===== config.mk =====
export PLATFORM = sky130hd
export DESIGN_NAME = dtl_console_buffered
export DESIGN_NICKNAME = d
export VERILOG_FILES = /design/src/rtl/dtl_console_buffered.sv
export SDC_FILE = /design/constraint.sdc
export NUM_CORES = 1
export LEC_CHECK = 0
export ABC_CLOCK_PERIOD_IN_PS = 11900
export CORE_UTILIZATION = 29
export CTS_BUF_LIST = sky130_fd_sc_hd__clkbuf_8
export CTS_CLUSTER_SIZE = 14
export DETAILED_ROUTE_END_ITERATION = 8
export HOLD_SLACK_MARGIN = 0.1
export SYNTH_ARGS = -nofsm -noshare
export SYNTH_HDL_FRONTEND = slang
export SYNTH_SLANG_ARGS = --single-unit

===== constraint.sdc =====
create_clock -name iClk -period 11.9 [get_ports iClk]
set_input_delay 2.38 -clock iClk [delete_from_list [all_inputs] [get_ports iClk]]
set_output_delay 2.38 -clock iClk [all_outputs]
set_load 0.02 [all_outputs]

===== src/rtl/dtl_console_buffered.sv =====
// DTL console target: write bursts are buffered in a first-word fall-through FIFO drained via valid/accept.
// Define DTL_CONSOLE_STATUS_EN to make read beats return a FIFO status word instead of zero.
module dtl_console_buffered #(
    parameter int INTERFACE_WIDTH       = 32,
    parameter int INTERFACE_ADDR_WIDTH  = 32,
    parameter int INTERFACE_BLOCK_WIDTH = 5,
    parameter int INTERFACE_NUM_ENABLES = INTERFACE_WIDTH / 8,
    parameter int FIFO_DEPTH_LOG2       = 3
) (
    input  logic                             iClk,
    input  logic                             iReset,
    input  logic                             iDTL_CommandValid,
    output logic                             oDTL_CommandAccept,
    input  logic [INTERFACE_ADDR_WIDTH-1:0]  iDTL_Address,
    input  logic                             iDTL_CommandReadWrite,
    input  logic [INTERFACE_BLOCK_WIDTH-1:0] iDTL_BlockSize,
    output logic                             oDTL_ReadValid,
    output logic                             oDTL_ReadLast,
    input  logic                             iDTL_ReadAccept,
    output logic [INTERFACE_WIDTH-1:0]       oDTL_ReadData,
    input  logic                             iDTL_WriteValid,
    input  logic                             iDTL_WriteLast,
    output logic                             oDTL_WriteAccept,
    input  logic [INTERFACE_NUM_ENABLES-1:0] iDTL_WriteEnable,
    input  logic [INTERFACE_WIDTH-1:0]       iDTL_WriteData,
    output logic                             oOutValid,
    input  logic                             iOutAccept,
    output logic [INTERFACE_WIDTH-1:0]       oOutData,
    output logic [INTERFACE_NUM_ENABLES-1:0] oOutEnable,
    output logic                             oFull,
    output logic                             oEmpty
);
    localparam int DEPTH = 1 << FIFO_DEPTH_LOG2;
    localparam int CW    = FIFO_DEPTH_LOG2 + 1;

    typedef enum logic [1:0] {
        ST_IDLE  = 2'd0,
        ST_WRITE = 2'd1,
        ST_READ  = 2'd2
    } state_t;

    state_t                           r_state;
    logic [INTERFACE_BLOCK_WIDTH-1:0] r_remaining;
    logic [FIFO_DEPTH_LOG2-1:0]       r_wr_ptr;
    logic [FIFO_DEPTH_LOG2-1:0]       r_rd_ptr;
    logic [CW-1:0]                    r_count;
    logic [INTERFACE_WIDTH-1:0]       r_mem_data   [DEPTH];
    logic [INTERFACE_NUM_ENABLES-1:0] r_mem_enable [DEPTH];

    logic w_full;
    logic w_empty;
    logic w_last;
    logic w_write_accept;
    logic w_write_beat;
    logic w_push;
    logic w_pop;
    logic w_unused;

    assign w_full         = (r_count == CW'(DEPTH));
    assign w_empty        = (r_count == '0);
    assign w_last         = (r_remaining == '0);
    assign w_write_accept = (r_state == ST_WRITE) && !w_full;
    assign w_write_beat   = w_write_accept && iDTL_WriteValid;
    // Zero-enable beats complete the DTL handshake but carry nothing for the console.
    assign w_push         = w_write_beat && (|iDTL_WriteEnable);
    assign w_pop          = !w_empty && iOutAccept;
    assign w_unused       = ^{iDTL_Address, iDTL_WriteLast};

    assign oDTL_CommandAccept = (r_state == ST_IDLE) && !iReset;
    assign oDTL_WriteAccept   = w_write_accept;
    assign oDTL_ReadValid     = (r_state == ST_READ);
    assign oDTL_ReadLast      = (r_state == ST_READ) && w_last;
    assign oOutValid          = !w_empty;
    assign oOutData           = r_mem_data[r_rd_ptr];
    assign oOutEnable         = r_mem_enable[r_rd_ptr];
    assign oFull              = w_full;
    assign oEmpty             = w_empty;

`ifdef DTL_CONSOLE_STATUS_EN
    logic [INTERFACE_WIDTH-1:0] w_status;
    always_comb begin
        w_status       = '0;
        w_status[15:0] = 16'(r_count);
        w_status[16]   = w_full;
        w_status[17]   = w_empty;
    end
    assign oDTL_ReadData = (r_state == ST_READ) ? w_status : '0;
`else
    assign oDTL_ReadData = '0;
`endif

    always_ff @(posedge iClk or posedge iReset) begin
        if (iReset) begin
            r_state     <= ST_IDLE;
            r_remaining <= '0;
        end else begin
            case (r_state)
                ST_IDLE: begin
                    if (iDTL_CommandValid) begin
                        r_remaining <= iDTL_BlockSize;
                        r_state     <= iDTL_CommandReadWrite ? ST_READ : ST_WRITE;
                    end
                end
                ST_WRITE: begin
                    if (w_write_beat) begin
                        if (w_last) r_state <= ST_IDLE;
                        else        r_remaining <= r_remaining - INTERFACE_BLOCK_WIDTH'(1);
                    end
                end
                ST_READ: begin
                    if (iDTL_ReadAccept) begin
                        if (w_last) r_state <= ST_IDLE;
                        else        r_remaining <= r_remaining - INTERFACE_BLOCK_WIDTH'(1);
                    end
                end
                default: r_state <= ST_IDLE;
            endcase
        end
    end

    always_ff @(posedge iClk or posedge iReset) begin
        if (iReset) begin
            r_wr_ptr <= '0;
            r_rd_ptr <= '0;
            r_count  <= '0;
        end else begin
            if (w_push) r_wr_ptr <= r_wr_ptr + FIFO_DEPTH_LOG2'(1);
            if (w_pop)  r_rd_ptr <= r_rd_ptr + FIFO_DEPTH_LOG2'(1);
            case ({w_push, w_pop})
                2'b10:   r_count <= r_count + CW'(1);
                2'b01:   r_count <= r_count - CW'(1);
                default: r_count <= r_count;
            endcase
        end
    end

    always_ff @(posedge iClk) begin
        if (w_push) begin
            r_mem_data[r_wr_ptr]   <= iDTL_WriteData;
            r_mem_enable[r_wr_ptr] <= iDTL_WriteEnable;
        end
    end

endmodule


==> metrics.yaml, run 1 <==
hold_viol_final: 0
worstMarginPinSlew_ns: 1.03
htreeDepth: 2
cts-root-buf: "clkbuf_8"
power.density_mw_per_mm2: 228
ant_nets: 0
netlist_area_sq_mm: 0.0122
drt_pre_antenna_iters: 5
endpoint: "oOutData[18]"
clk_pin_slew_worst_paths_ns: 0.06
finalCritPeriodShare_pct: 51.6
via_per_inst: 4.48
yosysMostFrequentCell: "edfxtp_1"
fin_nets: 800
critPathLaunch: "r_rd_ptr[0]$_DFFE_PP0P_"
grt_first_pass_wirelength_mm: 37.7
skew_ns: 0.0203
ff2ff_setup_slack_ns: 8.68
path_depth: 4
wl_mm: 25.2
cap_violations: 0
setup_viol: 0
critPathRequiredTime_ns: 9.52
hold_class: "flip-flop to flip-flop"
dieArea_sq_mm: 0.0430
cp-end-kind: "primary output"
initial_core_util_pct: 29.7
post_cts_buffers: 0
muxShareOfSynthArea_pct: 17.1
fin_crit_ns: 6.14
fp-row-count: 74
hpwl_mm: 13.5
numCtsBuffers: 51
reg2reg_depth: 6
synth_xor_area_share_pct: 0.430
final.setup.tns_ns: 0
p_leak_nw: 4.81
grt_pass1_vias: 6095
rr_endpoint: "r_mem_data[0][15]$_DFFE_PP_"
syn2layout_area_growth_pct: 19.9
yosysTopAreaCell: "edfxtp_1"
critical_path.max_stage_delay_ns: 0.97
numPortBuffers: 90
synth_seq_cells: 305
cts_tree: "yes"
place_ws_ns: 5.97
synth_top_family_by_area: "multiplexers"
via_count: 5721
synth_edf_count: 288
critPathMaxFanout: 40
netlist_instances: 579
synthAdderAreaFrac_pct: 1.19
rsz0062_at_grt: "no"
ys_seq_area_share_pct: 74.2
max_slew_margin_pct: 30.7
cp.buffers_inverters: 2
ys_top_cells_by_area: "edfxtp_1, mux4_2, dfrtp_1, mux2_2, buf_4"
fillers: 3827
timing.fmax_ghz: 0.163
vdd_drop_max_mv: 0.137
grt_use_total_pct: 11.9
cp_top_family: "buffers and inverters"
routabilityCongestion: 0.684
regArea_sq_mm: 0.00908
arrival_ns: 3.76
ys_types: 49
setup_ws_ns: 5.76
synth-compound-area-share_pct: 1.07
status: "complete, no violations"
fp.dieW_um: 207
multi_input_area_sq_mm: 0.00292
grt_max_degree: 48
ios: 156
drv_slew: 0
slowest_stage: "dfrtp_4"
dieHeight_um: 207
synthTopCellsByCount: "edfxtp_1, mux4_2, mux2_2, buf_4, dfrtp_1"
n_antenna_cell: 0
drcViolationCount: 0
antenna_found_initial: 2
drive_above_1_share_pct: 27.0
first_iter_violations: 291
criticalPathCategory: "flip-flop to primary output"
path_cells: "buf_4 -> mux4_2 -> mux2_2 -> clkdlybuf4s50_1"
wl_per_cell_um: 19.8
synth-simple-area-share_pct: 2.66
synthArstFlopShare_pct: 5.57
ys.warnings.count: 0
core_area_sq_mm: 0.0412
synth_top_area_share_pct: 70.7
synth_area_per_cell_sq_um: 21.1
gr-total-overflow: 0
cts_sinks: 305
postCtsHoldBufs: 0
start_kind: "flip-flop"
synthFlopType: "edfxtp_1"
cts_resized: 0
insertion_delay_ns: 0.59
cts_buffer_depth: 3
timing.rr.start: "r_state[1]$_DFFE_PP0P_"
[logic make-up after synthesis]
logic type               count (synthesis)
XOR/XNOR                                 6
AND/OR/NAND/NOR                         56
adder cells (fa/ha/maj)                 11
AO/OA/AOI/OAI                           17
other                                    1
multiplexers                           113
buffers and inverters                   70
flip-flops                             305
[power by group]
part           internal, W  switching, W
clock             0.000475      0.000408
combinational     0.000581      0.000513
sequential         0.00125      0.000110
[routing by layer]
| layer | routed length, um | vias to the layer above | GRT usage [%] |
|---|---|---|---|
| li1 | - | 2564 | - |
| met1 | 11300 | 2937 | 15.4 |
| met4 | 488 | 4 | 3.81 |
| met2 | 11800 | 172 | 19.0 |
| met3 | 1550 | 44 | 3.68 |
| met5 | 26 | - | 0 |
[through the flow]
stage / util (%) / hold WS (ns) / cells / area, sq um / total power [W]
2_1_floorplan: - / 0.480 / 610 / 12300 / 0.00211
3_3_place_gp: 33.3 / 0.512 / 1187 / 13700 / 0.00250
3_5_place_dp: 33.3 / 0.517 / 1187 / 13700 / 0.00250
4_1_cts: 35.6 / 0.528 / 1276 / 14700 / 0.00341
5_1_grt: 35.6 / 0.538 / 1276 / 14700 / 0.00353
6_report: 35.6 / 0.529 / 1276 / 14700 / 0.00334
[worst min path at each step]
stage                             from                       to  cells after the start
2_1_floorplan  r_wr_ptr[0]$_DFFE_PP0P_  r_wr_ptr[0]$_DFFE_PP0P_                      1
3_3_place_gp   r_wr_ptr[0]$_DFFE_PP0P_  r_wr_ptr[0]$_DFFE_PP0P_                      1
3_5_place_dp   r_wr_ptr[0]$_DFFE_PP0P_  r_wr_ptr[0]$_DFFE_PP0P_                      1
4_1_cts        r_wr_ptr[0]$_DFFE_PP0P_  r_wr_ptr[0]$_DFFE_PP0P_                      1
5_1_grt        r_wr_ptr[0]$_DFFE_PP0P_  r_wr_ptr[0]$_DFFE_PP0P_                      1
6_report       r_wr_ptr[0]$_DFFE_PP0P_  r_wr_ptr[0]$_DFFE_PP0P_                      1
[state kept, by name, indices dropped and copies added (netlist names)]
signal        count
r_mem_data      256
r_mem_enable     32
r_remaining       5
r_count           4
r_rd_ptr          3
r_wr_ptr          3
r_state           2
[area by class of cell]
class                      instances  share of cell area (%)
clock buffer                      53                    4.98
inverter                          14                   0.359
clock inverter                    36                    1.55
timing repair buffer             101                    6.71
sequential                       305                    62.0
multi-input combinational        235                    19.9
tap                              532                    4.54
[cells in the final DEF (no fill, tap or decap), drive strengths merged, types with 6 or more instances in the layout]
master | synthesis | final
mux2 | 38 | 38
clkinv | 0 | 18
nor2 | 8 | 8
clkdlybuf4s50 | 0 | 90
mux4 | 72 | 72
dfrtp | 17 | 17
ha | 10 | 10
nand2b | 7 | 7
nand3 | 6 | 6
clkbuf | 13 | 53
conb | 1 | 32
nand2 | 11 | 11
edfxtp | 288 | 288
buf | 43 | 11
inv | 14 | 28
Note: power is estimated with default switching activity, not from simulation.
==> run 2, diff against run 1 <==
--- a/config.mk
+++ b/config.mk
@@ -5,7 +5,7 @@
 export SDC_FILE = /design/constraint.sdc
 export NUM_CORES = 1
 export LEC_CHECK = 0
-export ABC_CLOCK_PERIOD_IN_PS = 11900
+export ABC_CLOCK_PERIOD_IN_PS = 5910
 export CORE_UTILIZATION = 29
 export CTS_BUF_LIST = sky130_fd_sc_hd__clkbuf_8
 export CTS_CLUSTER_SIZE = 14
==> constraint.sdc (replaced) <==
create_clock -name iClk -period 5.91 [get_ports iClk]
set_input_delay 1.182 -clock iClk [delete_from_list [all_inputs] [get_ports iClk]]
set_output_delay 1.182 -clock iClk [all_outputs]
set_load 0.02 [all_outputs]
==> metrics.yaml, run 2 (synthesis results as in run 1) <==
grt_first_pass_wirelength_mm: 38.1
criticalPathCategory: "flip-flop to primary output"
power.density_mw_per_mm2: 454
wl_per_cell_um: 19.5
timing.fmax_ghz: 0.222
wl_mm: 25.0
routabilityCongestion: 0.688
top_register: "r_mem_data"
combPwrFrac_pct: 32.3
wl_met1_mm: 11.3
timing.rr.start: "r_state[1]$_DFFE_PP0P_"
min-delay-start: "r_wr_ptr[0]$_DFFE_PP0P_"
hold_viol_final: 0
finalCritPeriodShare_pct: 76.1
via_per_inst: 4.48
grt_use_total_pct: 11.9
via_count: 5760
switching_power_w: 0.00208
drive_above_1_share_pct: 27.8
cts_tree: "yes"
largest_reg_flops: 256
rr_endpoint: "r_mem_data[5][6]$_DFFE_PP_"
layout_commonest_cell: "edfxtp_1"
post_cts_buffers: 0
critPathRequiredTime_ns: 4.73
endpoint: "oOutEnable[1]"
clk_pin_slew_worst_paths_ns: 0.06
drt_pre_antenna_iters: 4
numPortBuffers: 90
finalNonFillerCells: 1287
setup_viol: 0
clkPwrFrac_pct: 25.5
fp-row-count: 74
grt_max_degree: 62
critPathLaunch: "r_rd_ptr[0]$_DFFE_PP0P_"
grt_pass1_vias: 6362
first_iter_violations: 286
cts-root-buf: "clkbuf_8"
antenna_found_initial: 1
max_slew_margin_pct: 33.1
hold_class: "flip-flop to flip-flop"
vdd_drop_max_mv: 0.268
cts_resized: 0
arrival_ns: 3.32
final.setup.tns_ns: 0
final_cell_mix: "edfxtp_1, clkdlybuf4s50_1, mux4_2"
status: "complete, no violations"
power_frac_seq_pct: 42.2
highest_layer: "met5"
rsz0062_at_grt: "no"
hpwl_mm: 14.2
skew_ns: 0.0209
dieArea_sq_mm: 0.0430
reg_top3: "r_mem_data (256), r_mem_enable (32), r_remaining (5)"
gr-total-overflow: 0
start_kind: "flip-flop"
insertion_delay_ns: 0.59
swShare_pct: 31.1
htreeDepth: 2
reg2reg_depth: 6
dr_wl_met2_mm: 12.0
ff2ff_setup_slack_ns: 3.11
drcViolationCount: 0
drv_slew: 0
fillers: 3797
cts_sinks: 305
initial_core_util_pct: 29.7
worstMarginPinSlew_ns: 1.00
core_area_sq_mm: 0.0412
cap_violations: 0
numCtsBuffers: 52
fin_nets: 807
critPathMaxFanout: 37
routed-wl-met3_mm: 1.28
intPower_w: 0.00460
n_antenna_cell: 0
regArea_sq_mm: 0.00908
ant_nets: 0
p_leak_nw: 4.86
ios: 156
cp-end-kind: "primary output"
syn2layout_area_growth_pct: 20.4
fp.dieW_um: 207
fin_crit_ns: 4.50
power_w: 0.00668
dpl.cell_count: 1193
postCtsHoldBufs: 0
multi_input_area_sq_mm: 0.00292
cts_buffer_depth: 3
dieHeight_um: 207
==> run 2: how the worst min path moves through the flow <==
stage / to / slack (ns) / cells past startpoint
2_1_floorplan: r_wr_ptr[0]$_DFFE_PP0P_ / 0.48 / 1
3_3_place_gp: r_wr_ptr[0]$_DFFE_PP0P_ / 0.50 / 1
3_5_place_dp: r_wr_ptr[0]$_DFFE_PP0P_ / 0.52 / 1
4_1_cts: r_wr_ptr[0]$_DFFE_PP0P_ / 0.52 / 1
5_1_grt: r_wr_ptr[0]$_DFFE_PP0P_ / 0.57 / 1
6_report: r_wr_ptr[0]$_DFFE_PP0P_ / 0.52 / 1
==> run 2: final cells by class <==
| class | instances | share of cell area, % |
|---|---|---|
| Inverter | 14 | 0.357 |
| Clock buffer | 54 | 5.05 |
| Sequential cell | 305 | 61.7 |
| Tap cell | 532 | 4.52 |
| Timing Repair Buffer | 107 | 7.24 |
| Clock inverter | 40 | 1.35 |
| Multi-Input combinational cell | 235 | 19.8 |
==> run 2: power groups by stage <==
stage	combinational, W	clock [W]	sequential [W]
final	0.00216	0.00170	0.00282
after global routing	0.00234	0.00186	0.00286
after CTS	0.00221	0.00177	0.00284
after detailed placement	0.00220	0	0.00288
after global placement	0.00219	0	0.00287
after floorplan	0.00163	0	0.00262
==> run 2: per-stage QoR <==
step	hold slack, ns	utilization (%)	worst slack, ns	instance area [sq um]
after floorplan	0.480	-	1.29	12300
after global placement	0.504	33.5	1.61	13800
after detailed placement	0.517	33.5	1.58	13800
after CTS	0.525	35.7	1.24	14700
after global routing	0.567	35.7	1.14	14700
final	0.518	35.7	1.41	14700
==> run 2: critical path, cell delays in order, from the launching register on <==
cell,delay [ns]
dfrtp_4,0.95
buf_4,0.40
mux4_2,0.55
mux2_2,0.28
clkdlybuf4s50_1,0.54
==> run 2: routing by layer <==
layer	vias to the layer above	track usage, %
met5	-	0
met4	2	4.45
met3	37	3.24
met2	126	19.3
met1	3007	15.3
li1	2588	-
